File: config.mk
export PLATFORM = sky130hd
export DESIGN_NAME = proc_prog_feeder
export DESIGN_NICKNAME = d
export VERILOG_FILES = /design/src/rtl/proc_prog_feeder.sv
export SDC_FILE = /design/constraint.sdc
export NUM_CORES = 1
export LEC_CHECK = 0
export ABC_AREA = 0
export CORE_ASPECT_RATIO = 0.7
export CORE_MARGIN = 2
export CORE_UTILIZATION = 61
export CTS_CLUSTER_DIAMETER = 30
export DETAILED_ROUTE_END_ITERATION = 12
export PLACE_DENSITY = 0.83
export SYNTH_ARGS = -nofsm -noshare
export SYNTH_HDL_FRONTEND = slang
export SYNTH_SLANG_ARGS = --single-unit
export TNS_END_PERCENT = 1
File: constraint.sdc
create_clock -name Clock -period 5.7 [get_ports Clock]
set_clock_uncertainty 0.05 [all_clocks]
set_input_delay 0.57 -clock Clock [delete_from_list [all_inputs] [get_ports Clock]]
set_output_delay 0.57 -clock Clock [all_outputs]
set_load 0.01 [all_outputs]
File: src/rtl/proc_prog_feeder.sv
// ---------------------------------------------------------------------------
// proc_prog_feeder
//
// Instruction source for the 16-bit proc datapath. A host loads a short
// program into a small memory, then pulses start. The feeder presents each
// instruction word on DIN in the proc's time step 0 and each MVI immediate in
// time step 1. It follows the proc's Done pulses so that every issue lines up
// with a fresh step 0.
//
// Parameters
//   DEPTH    program memory words (power of two, DEPTH == 2**AW)
//   AW       program memory address width
//   TIMEOUT  longest run of WAIT cycles without Done before ERROR
//
// Ports
//   Clock      in   1     single clock, everything on posedge
//   Resetn     in   1     synchronous active-low reset (memory not cleared)
//   load_en    in   1     write load_data to mem[load_addr] (IDLE/HALT/ERROR only)
//   load_addr  in   AW    program memory write address
//   load_data  in   16    program word {7'b0, I[2:0], X[2:0], Y[2:0]} or immediate
//   prog_len   in   AW+1  words to issue (immediates count), sampled on start
//   start      in   1     begin execution at address 0 (ignored while busy)
//   Done       in   1     proc Done, combinational from the proc
//   DIN        out  16    word presented to the proc (0 = mv R0,R0 filler)
//   Run        out  1     high while a real program word is on DIN
//   pc         out  AW    address of the next word to issue
//   busy       out  1     high in ARM/ISSUE/IMM/WAIT
//   halted     out  1     high in HALT
//   error      out  1     high in ERROR
// ---------------------------------------------------------------------------
module proc_prog_feeder #(
  parameter int DEPTH   = 32,
  parameter int AW      = 5,
  parameter int TIMEOUT = 4
) (
  input  logic          Clock,
  input  logic          Resetn,
  input  logic          load_en,
  input  logic [AW-1:0] load_addr,
  input  logic [15:0]   load_data,
  input  logic [AW:0]   prog_len,
  input  logic          start,
  input  logic          Done,
  output logic [15:0]   DIN,
  output logic          Run,
  output logic [AW-1:0] pc,
  output logic          busy,
  output logic          halted,
  output logic          error
);

  // Word counter is one bit wider than prog_len: an MVI immediate issued on the
  // last counted slot can push the count one past prog_len.
  localparam int CW  = AW + 2;
  localparam int WDW = (TIMEOUT > 1) ? $clog2(TIMEOUT) : 1;

  localparam logic [2:0] ST_IDLE  = 3'd0;
  localparam logic [2:0] ST_ARM   = 3'd1;
  localparam logic [2:0] ST_ISSUE = 3'd2;
  localparam logic [2:0] ST_IMM   = 3'd3;
  localparam logic [2:0] ST_WAIT  = 3'd4;
  localparam logic [2:0] ST_HALT  = 3'd5;
  localparam logic [2:0] ST_ERROR = 3'd6;

  localparam logic [AW-1:0]  PC_ONE  = AW'(1'b1);
  localparam logic [CW-1:0]  CNT_ONE = CW'(1'b1);
  localparam logic [WDW-1:0] WD_ONE  = WDW'(1'b1);
  localparam logic [WDW-1:0] WD_LAST = WDW'(TIMEOUT - 1);

  // Opcode field I = word[8:6]; any word with bit 8 set is a HALT marker.
  function automatic logic is_halt_marker(input logic [15:0] w);
    return w[8];
  endfunction

  function automatic logic is_mvi(input logic [15:0] w);
    return (w[8:6] == 3'b001);
  endfunction

  function automatic logic is_busy_state(input logic [2:0] s);
    logic b;
    case (s)
      ST_ARM, ST_ISSUE, ST_IMM, ST_WAIT: b = 1'b1;
      default:                           b = 1'b0;
    endcase
    return b;
  endfunction

  logic [15:0]    mem_r [DEPTH];
  logic [2:0]     state_r;
  logic [2:0]     state_s;
  logic [AW-1:0]  pc_s;
  logic [CW-1:0]  count_r;
  logic [CW-1:0]  count_s;
  logic [CW-1:0]  count_inc_s;
  logic [CW-1:0]  len_ext_s;
  logic [AW:0]    len_r;
  logic [AW:0]    len_s;
  logic [WDW-1:0] wd_r;
  logic [WDW-1:0] wd_s;
  logic [15:0]    word_s;
  logic           can_start_s;
  logic           wr_en_s;

  assign word_s      = mem_r[pc];
  assign count_inc_s = count_r + CNT_ONE;
  assign len_ext_s   = {1'b0, len_r};
  assign can_start_s = (state_r == ST_IDLE) || (state_r == ST_HALT) || (state_r == ST_ERROR);
  assign wr_en_s     = load_en && can_start_s;

  // Program memory write port; deliberately unreset so programs survive Resetn.
  always_ff @(posedge Clock) begin
    if (wr_en_s) begin
      mem_r[load_addr] <= load_data;
    end
  end

  // Next-state, pc, word count and watchdog decode.
  always_comb begin
    state_s = state_r;
    pc_s    = pc;
    count_s = count_r;
    len_s   = len_r;
    wd_s    = wd_r;
    case (state_r)
      ST_IDLE, ST_HALT, ST_ERROR: begin
        if (start) begin
          len_s   = prog_len;
          pc_s    = {AW{1'b0}};
          count_s = {CW{1'b0}};
          wd_s    = {WDW{1'b0}};
          if (prog_len == {(AW+1){1'b0}}) begin
            state_s = ST_HALT;
          end else begin
            state_s = ST_ARM;
          end
        end else begin
          state_s = state_r;
        end
      end
      ST_ARM: begin
        // A Done here means the proc returns to step 0 next cycle.
        if (Done) begin
          state_s = ST_ISSUE;
        end else begin
          state_s = ST_ARM;
        end
      end
      ST_ISSUE: begin
        if (Done) begin
          // The proc should be in step 0; a Done now means we lost lock.
          state_s = ST_ERROR;
        end else if (is_halt_marker(word_s)) begin
          state_s = ST_HALT;
        end else begin
          pc_s    = pc + PC_ONE;
          count_s = count_inc_s;
          wd_s    = {WDW{1'b0}};
          if (is_mvi(word_s)) begin
            state_s = ST_IMM;
          end else begin
            state_s = ST_WAIT;
          end
        end
      end
      ST_IMM: begin
        // The immediate is consumed in step 1, which is also the MVI Done cycle.
        pc_s    = pc + PC_ONE;
        count_s = count_inc_s;
        if (!Done) begin
          state_s = ST_ERROR;
        end else if (count_inc_s >= len_ext_s) begin
          state_s = ST_HALT;
        end else begin
          state_s = ST_ISSUE;
        end
      end
      ST_WAIT: begin
        if (Done) begin
          if (count_r >= len_ext_s) begin
            state_s = ST_HALT;
          end else begin
            state_s = ST_ISSUE;
          end
        end else if (wd_r == WD_LAST) begin
          state_s = ST_ERROR;
        end else begin
          wd_s = wd_r + WD_ONE;
        end
      end
      default: begin
        state_s = ST_IDLE;
      end
    endcase
  end

  // DIN/Run follow the current state and the async memory read at pc.
  always_comb begin
    DIN = 16'h0000;
    Run = 1'b0;
    case (state_r)
      ST_ISSUE: begin
        if (is_halt_marker(word_s)) begin
          DIN = 16'h0000;
          Run = 1'b0;
        end else begin
          DIN = word_s;
          Run = 1'b1;
        end
      end
      ST_IMM: begin
        DIN = word_s;
        Run = 1'b1;
      end
      default: begin
        DIN = 16'h0000;
        Run = 1'b0;
      end
    endcase
  end

  // State and registered status outputs; status is decoded from the next state.
  always_ff @(posedge Clock) begin
    if (!Resetn) begin
      state_r <= ST_IDLE;
      pc      <= {AW{1'b0}};
      count_r <= {CW{1'b0}};
      len_r   <= {(AW+1){1'b0}};
      wd_r    <= {WDW{1'b0}};
      busy    <= 1'b0;
      halted  <= 1'b0;
      error   <= 1'b0;
    end else begin
      state_r <= state_s;
      pc      <= pc_s;
      count_r <= count_s;
      len_r   <= len_s;
      wd_r    <= wd_s;
      busy    <= is_busy_state(state_s);
      halted  <= (state_s == ST_HALT);
      error   <= (state_s == ST_ERROR);
    end
  end

endmodule

Yosys cells after proc, flatten, opt, wreduce, memory -nomap -nowiden
Memories as Yosys holds them, arrays and structs flattened. A register that Yosys moved wholly into a read port is not among the register bits.
Index checks and enable logic that the tools add are counted.
{"block": "totals", "regBits": 26, "mem_bits_rw": 512, "inputBits": 32, "output_inout_bits": 25, "mem_count": 1}
{"block": "op_classes", "add_sub_neg": 3, "order_cmp": 2, "n_eq_ne": 19, "muxes": 35, "reduce_logical": 12}
{"memory": "mem_r", "words": 32, "width": 16, "read_ports": 1, "rd_ports_with_merged_regs": 1, "write_ports": 1, "line": "88", "rtl": "logic [15:0] mem_r [DEPTH];"}
{"cell": "$pmux W16 S2", "count": 1}
{"cell": "$mux W3", "count": 10}
{"cell": "$mux W5", "count": 5}
{"cell": "$mux W7", "count": 3}
{"cell": "$pmux W7 S3", "count": 1}
{"cell": "$eq A3 B3 Y1 const B", "count": 6}
{"cell": "$mux W16", "count": 1}
{"cell": "$pmux W3 S5", "count": 1}
{"cell": "$pmux W5 S3", "count": 1}
{"cell": "$ge A7 B6 Y1", "count": 2}
{"cell": "$eq A3 B2 Y1 const B", "count": 4}
{"cell": "$mux W2", "count": 6}
{"cell": "$ne A2 B2 Y1 const B", "count": 5}
{"cell": "$eq A3 B1 Y1 const B", "count": 3}
{"cell": "$add A7 B1 Y7 const B", "count": 1}
{"cell": "$logic_not A6 Y1", "count": 1}
{"cell": "$pmux W2 S3", "count": 1}
{"cell": "$reduce_and A6 Y1", "count": 1}
{"cell": "$reduce_bool A3 Y1", "count": 2}
{"cell": "$add A5 B1 Y5 const B", "count": 1}
{"cell": "$mux W1", "count": 4}
{"cell": "$reduce_and A4 Y1", "count": 1}
{"cell": "$reduce_or A4 Y1", "count": 1}
{"cell": "$logic_not A3 Y1", "count": 1}
{"cell": "7 further kinds", "count": 8}

Logic depth before layout (Yosys ltp)
{"block": "depth", "depth_word": 8, "depth_mapped": 11, "depth_no_buf": 11}

Worst setup path after synthesis
No wires, ideal clock.
{"block": "synth_timing", "path_type": "register -> output", "startpoint": "reg (tool-made name)", "endpoint": "out DIN[0]", "t_arrival_ns": 2.740, "slack_ns": 2.340, "stages_incl_launch_ff": 8, "n_path_buf": 3, "cell_sequence": "dfxtp_1 -> buf_2 -> buf_1 -> buf_1 -> mux4_2 -> mux4_2 -> mux2i_1 -> nor2_1"}
{"item": "end, declared", "line": "44", "rtl": "output logic [15:0] DIN,"}

==> impl_metrics.tcl <==
set metrics [dict create \
    rsz0062_at_grt "false" \
    firstDrtPassIters 7 \
    drv_cap 0 \
    hold_path.class "flop to flop" \
    grt_max_degree 100 \
    vias_per_cell 6.68 \
    hp-start "wd_r[1]" \
    crit_path_end_kind "output pin" \
    wl_per_cell_um 31.7 \
    worstPathMaxFanout 99 \
    final.min_clock_period_ns 4.57 \
    power.density_nw_per_um2 362 \
    cpPeakStageDelay_ns 0.72 \
    ant_nets 0 \
    num_vias 11000 \
    drive_gt1_frac 0.302 \
    use_met2 0.461 \
    die_w_um 228 \
    die_area_um2 36500 \
    drc 0 \
    fin_crit_sh 0.801 \
    synth.distinct_cells 51 \
    hold_viol 0 \
    layout.nets 1170 \
    async_flop_share 0 \
    grt-busiest-layer "met2" \
    antenna_found_initial 1 \
    clock_sinks 543 \
    fmax_ghz 0.219 \
    avgSynthCellArea_um2 21.3 \
    r2r-start "state_r[1]" \
    met3_usage 0.0913 \
    cts_max_level 3 \
    synth_edf_count 512 \
    ys_ff_latch 543 \
    ys.flop_type "edfxtp_1" \
    nFillCells 1936 \
    portBuffers 56 \
    arrival_ns 3.95 \
    finalPower_mw 9.04 \
    yosysMostFrequentCell "edfxtp_1" \
    yosysWarnings 0 \
    worst_pin_slew_ns 1.37 \
    ios 57 \
    crit_chain "buf_12 -> mux4_2 -> mux4_2 -> mux2i_1 -> nor2_1 -> clkdlybuf4s50_1" \
    dpl.hpwl_mm 28.2 \
    cts-hold-fix-buffers 0 \
    multi_input_area_um2 5190 \
    cellLeakagePower_nw 7.75 \
    worstSkewPairLatency_ns 0.58 \
    netlist.top_cell.by_area "edfxtp_1" \
    clock-root-buffer "clkbuf_16" \
    path_common_cell "mux4_2" \
    gp_congestion 0.857 \
    cp-start-kind "flop" \
    rows 57 \
    numCtsBuffers 68 \
    path_class "flop to output pin" \
    synthTopCellsByCount "512 x edfxtp_1, 160 x mux4_2, 63 x nor2_1, 31 x dfxtp_1, 30 x nand2_1" \
    grtUsageTotal 0.303 \
    syn-cell-area_um2 21300 \
    worst_path_max_delay_cell "dfxtp_4" \
    synthesis.instances 1001 \
    grt_pass1_vias 11200 \
    synth_top_cell_area_share 0.721 \
    max_slew_margin 0.0864 \
    grt_pass1_wl_mm 76.3 \
    cts_tree "built" \
    seq_area_um2 16000 \
    peakVddDrop_mv 0.273 \
    setup-tns-final_ns 0 \
    crit_required_ns 5.08 \
    yosys-top-cells-area "edfxtp_1 72%, mux4_2 17%, dfxtp_1 2.9%" \
    first_iter_violations 1500 \
    gr-usage-met1 0.434 \
    seq_area_frac_synth 0.750 \
    area_growth_pct 17.1 \
    clkTransAtPathRegs_ns 0.05 \
    slew_violations 0 \
    coreArea_um2 34600 \
    wirelength_mm 52.2 \
    postCtsSetupBuffers 0 \
    start_util 0.617 \
    grt_overflow_total 0 \
    syn_nets 1048 \
    cts_buffer_depth 3 \
    ctsResizeCount 0 \
    die_height_um 160 \
    status "finished clean" \
    setup_violations 0 \
]
-- state kept, by name, summed over array words and instances, names as in the netlist, named ones only --
signal,flops
halted,1
busy,1
state_r,3
mem_r,512
pc,5
error,1
count_r,7
wd_r,2
len_r,6
-- kinds of logic after synthesis --
group | count (synthesis) | share of synthesized area
XOR/XNOR | 10 | 0.00410
AND/OR/NAND/NOR | 151 | 0.0329
AO/OA/AOI/OAI | 45 | 0.0154
flip-flops | 543 | 0.750
buffers and inverters | 59 | 0.0112
adder cells (fa/ha/maj) | 15 | 0.00880
multiplexers | 178 | 0.178
-- per-layer routing --
layer | wire (µm) | vias up
met5 | 16 | -
met4 | 1380 | 2
met3 | 6390 | 113
met2 | 24800 | 773
met1 | 19600 | 5673
li1 | - | 4439
-- where the power goes --
group	leakage (nW)	switching, mW	internal (mW)	total [mW]
logic	1.82	0.226	0.141	0.366
clock network	1.07	1.74	2.50	4.24
registers	4.86	0.0284	4.41	4.44
total	7.75	2.00	7.05	9.04
-- worst paths after layout --
path / endpoint / slack (ns) / depth (start not counted)
hold / removal: wd_r[1] / 0.42 / 2
setup / recovery: DIN[6] / 1.13 / 6
setup reg to reg: mem_r[26][15] / 1.60 / 5
hold reg to reg: wd_r[1] / 0.42 / 2
-- through the flow --
step	hold WS, ns	cells	cell area (µm²)	util	worst slack (ns)
3_5_place_dp	0.412	1525	22700	0.657	1.77
6_report	0.425	1646	25000	0.722	1.13
3_3_place_gp	0.399	1525	22700	0.657	1.82
4_1_cts	0.422	1645	25000	0.722	1.08
5_1_grt	0.438	1645	25000	0.722	1.01
2_1_floorplan	0.390	1001	21300	-	2.34
-- worst max-delay path, delay by kind of cell, from the launching register on --
kind / cells / cell delay (ns)
muxes: 3 / 1.46
DFF: 1 / 0.72
and+or+nand+nor: 1 / 0.08
buffers and inverters: 2 / 1.00
-- area by class of cell --
| cell class | instances | area share |
|---|---|---|
| Timing Repair Buffer | 99 | 0.0364 |
| Inverter | 12 | 0.00180 |
| Antenna cell | 1 | 0.000100 |
| Sequential cell | 543 | 0.641 |
| Clock buffer | 74 | 0.0699 |
| Tap cell | 472 | 0.0236 |
| Clock inverter | 46 | 0.0196 |
| Multi-Input combinational cell | 399 | 0.208 |
-- layout by cell type, fill, tap and decap left out, drive strengths merged, types with 10 or more instances in the layout --
cell type	Yosys	routed
edfxtp	512	512
mux4	160	160
clkbuf	23	74
nor2	63	63
clkdlybuf4s50	0	56
buf	24	43
dfxtp	31	31
nand2	30	30
inv	12	29
nand3	19	19
mux2i	18	18
clkinv	0	16
ha	15	15
a21boi	10	10
(Power assumes the default switching activity.)
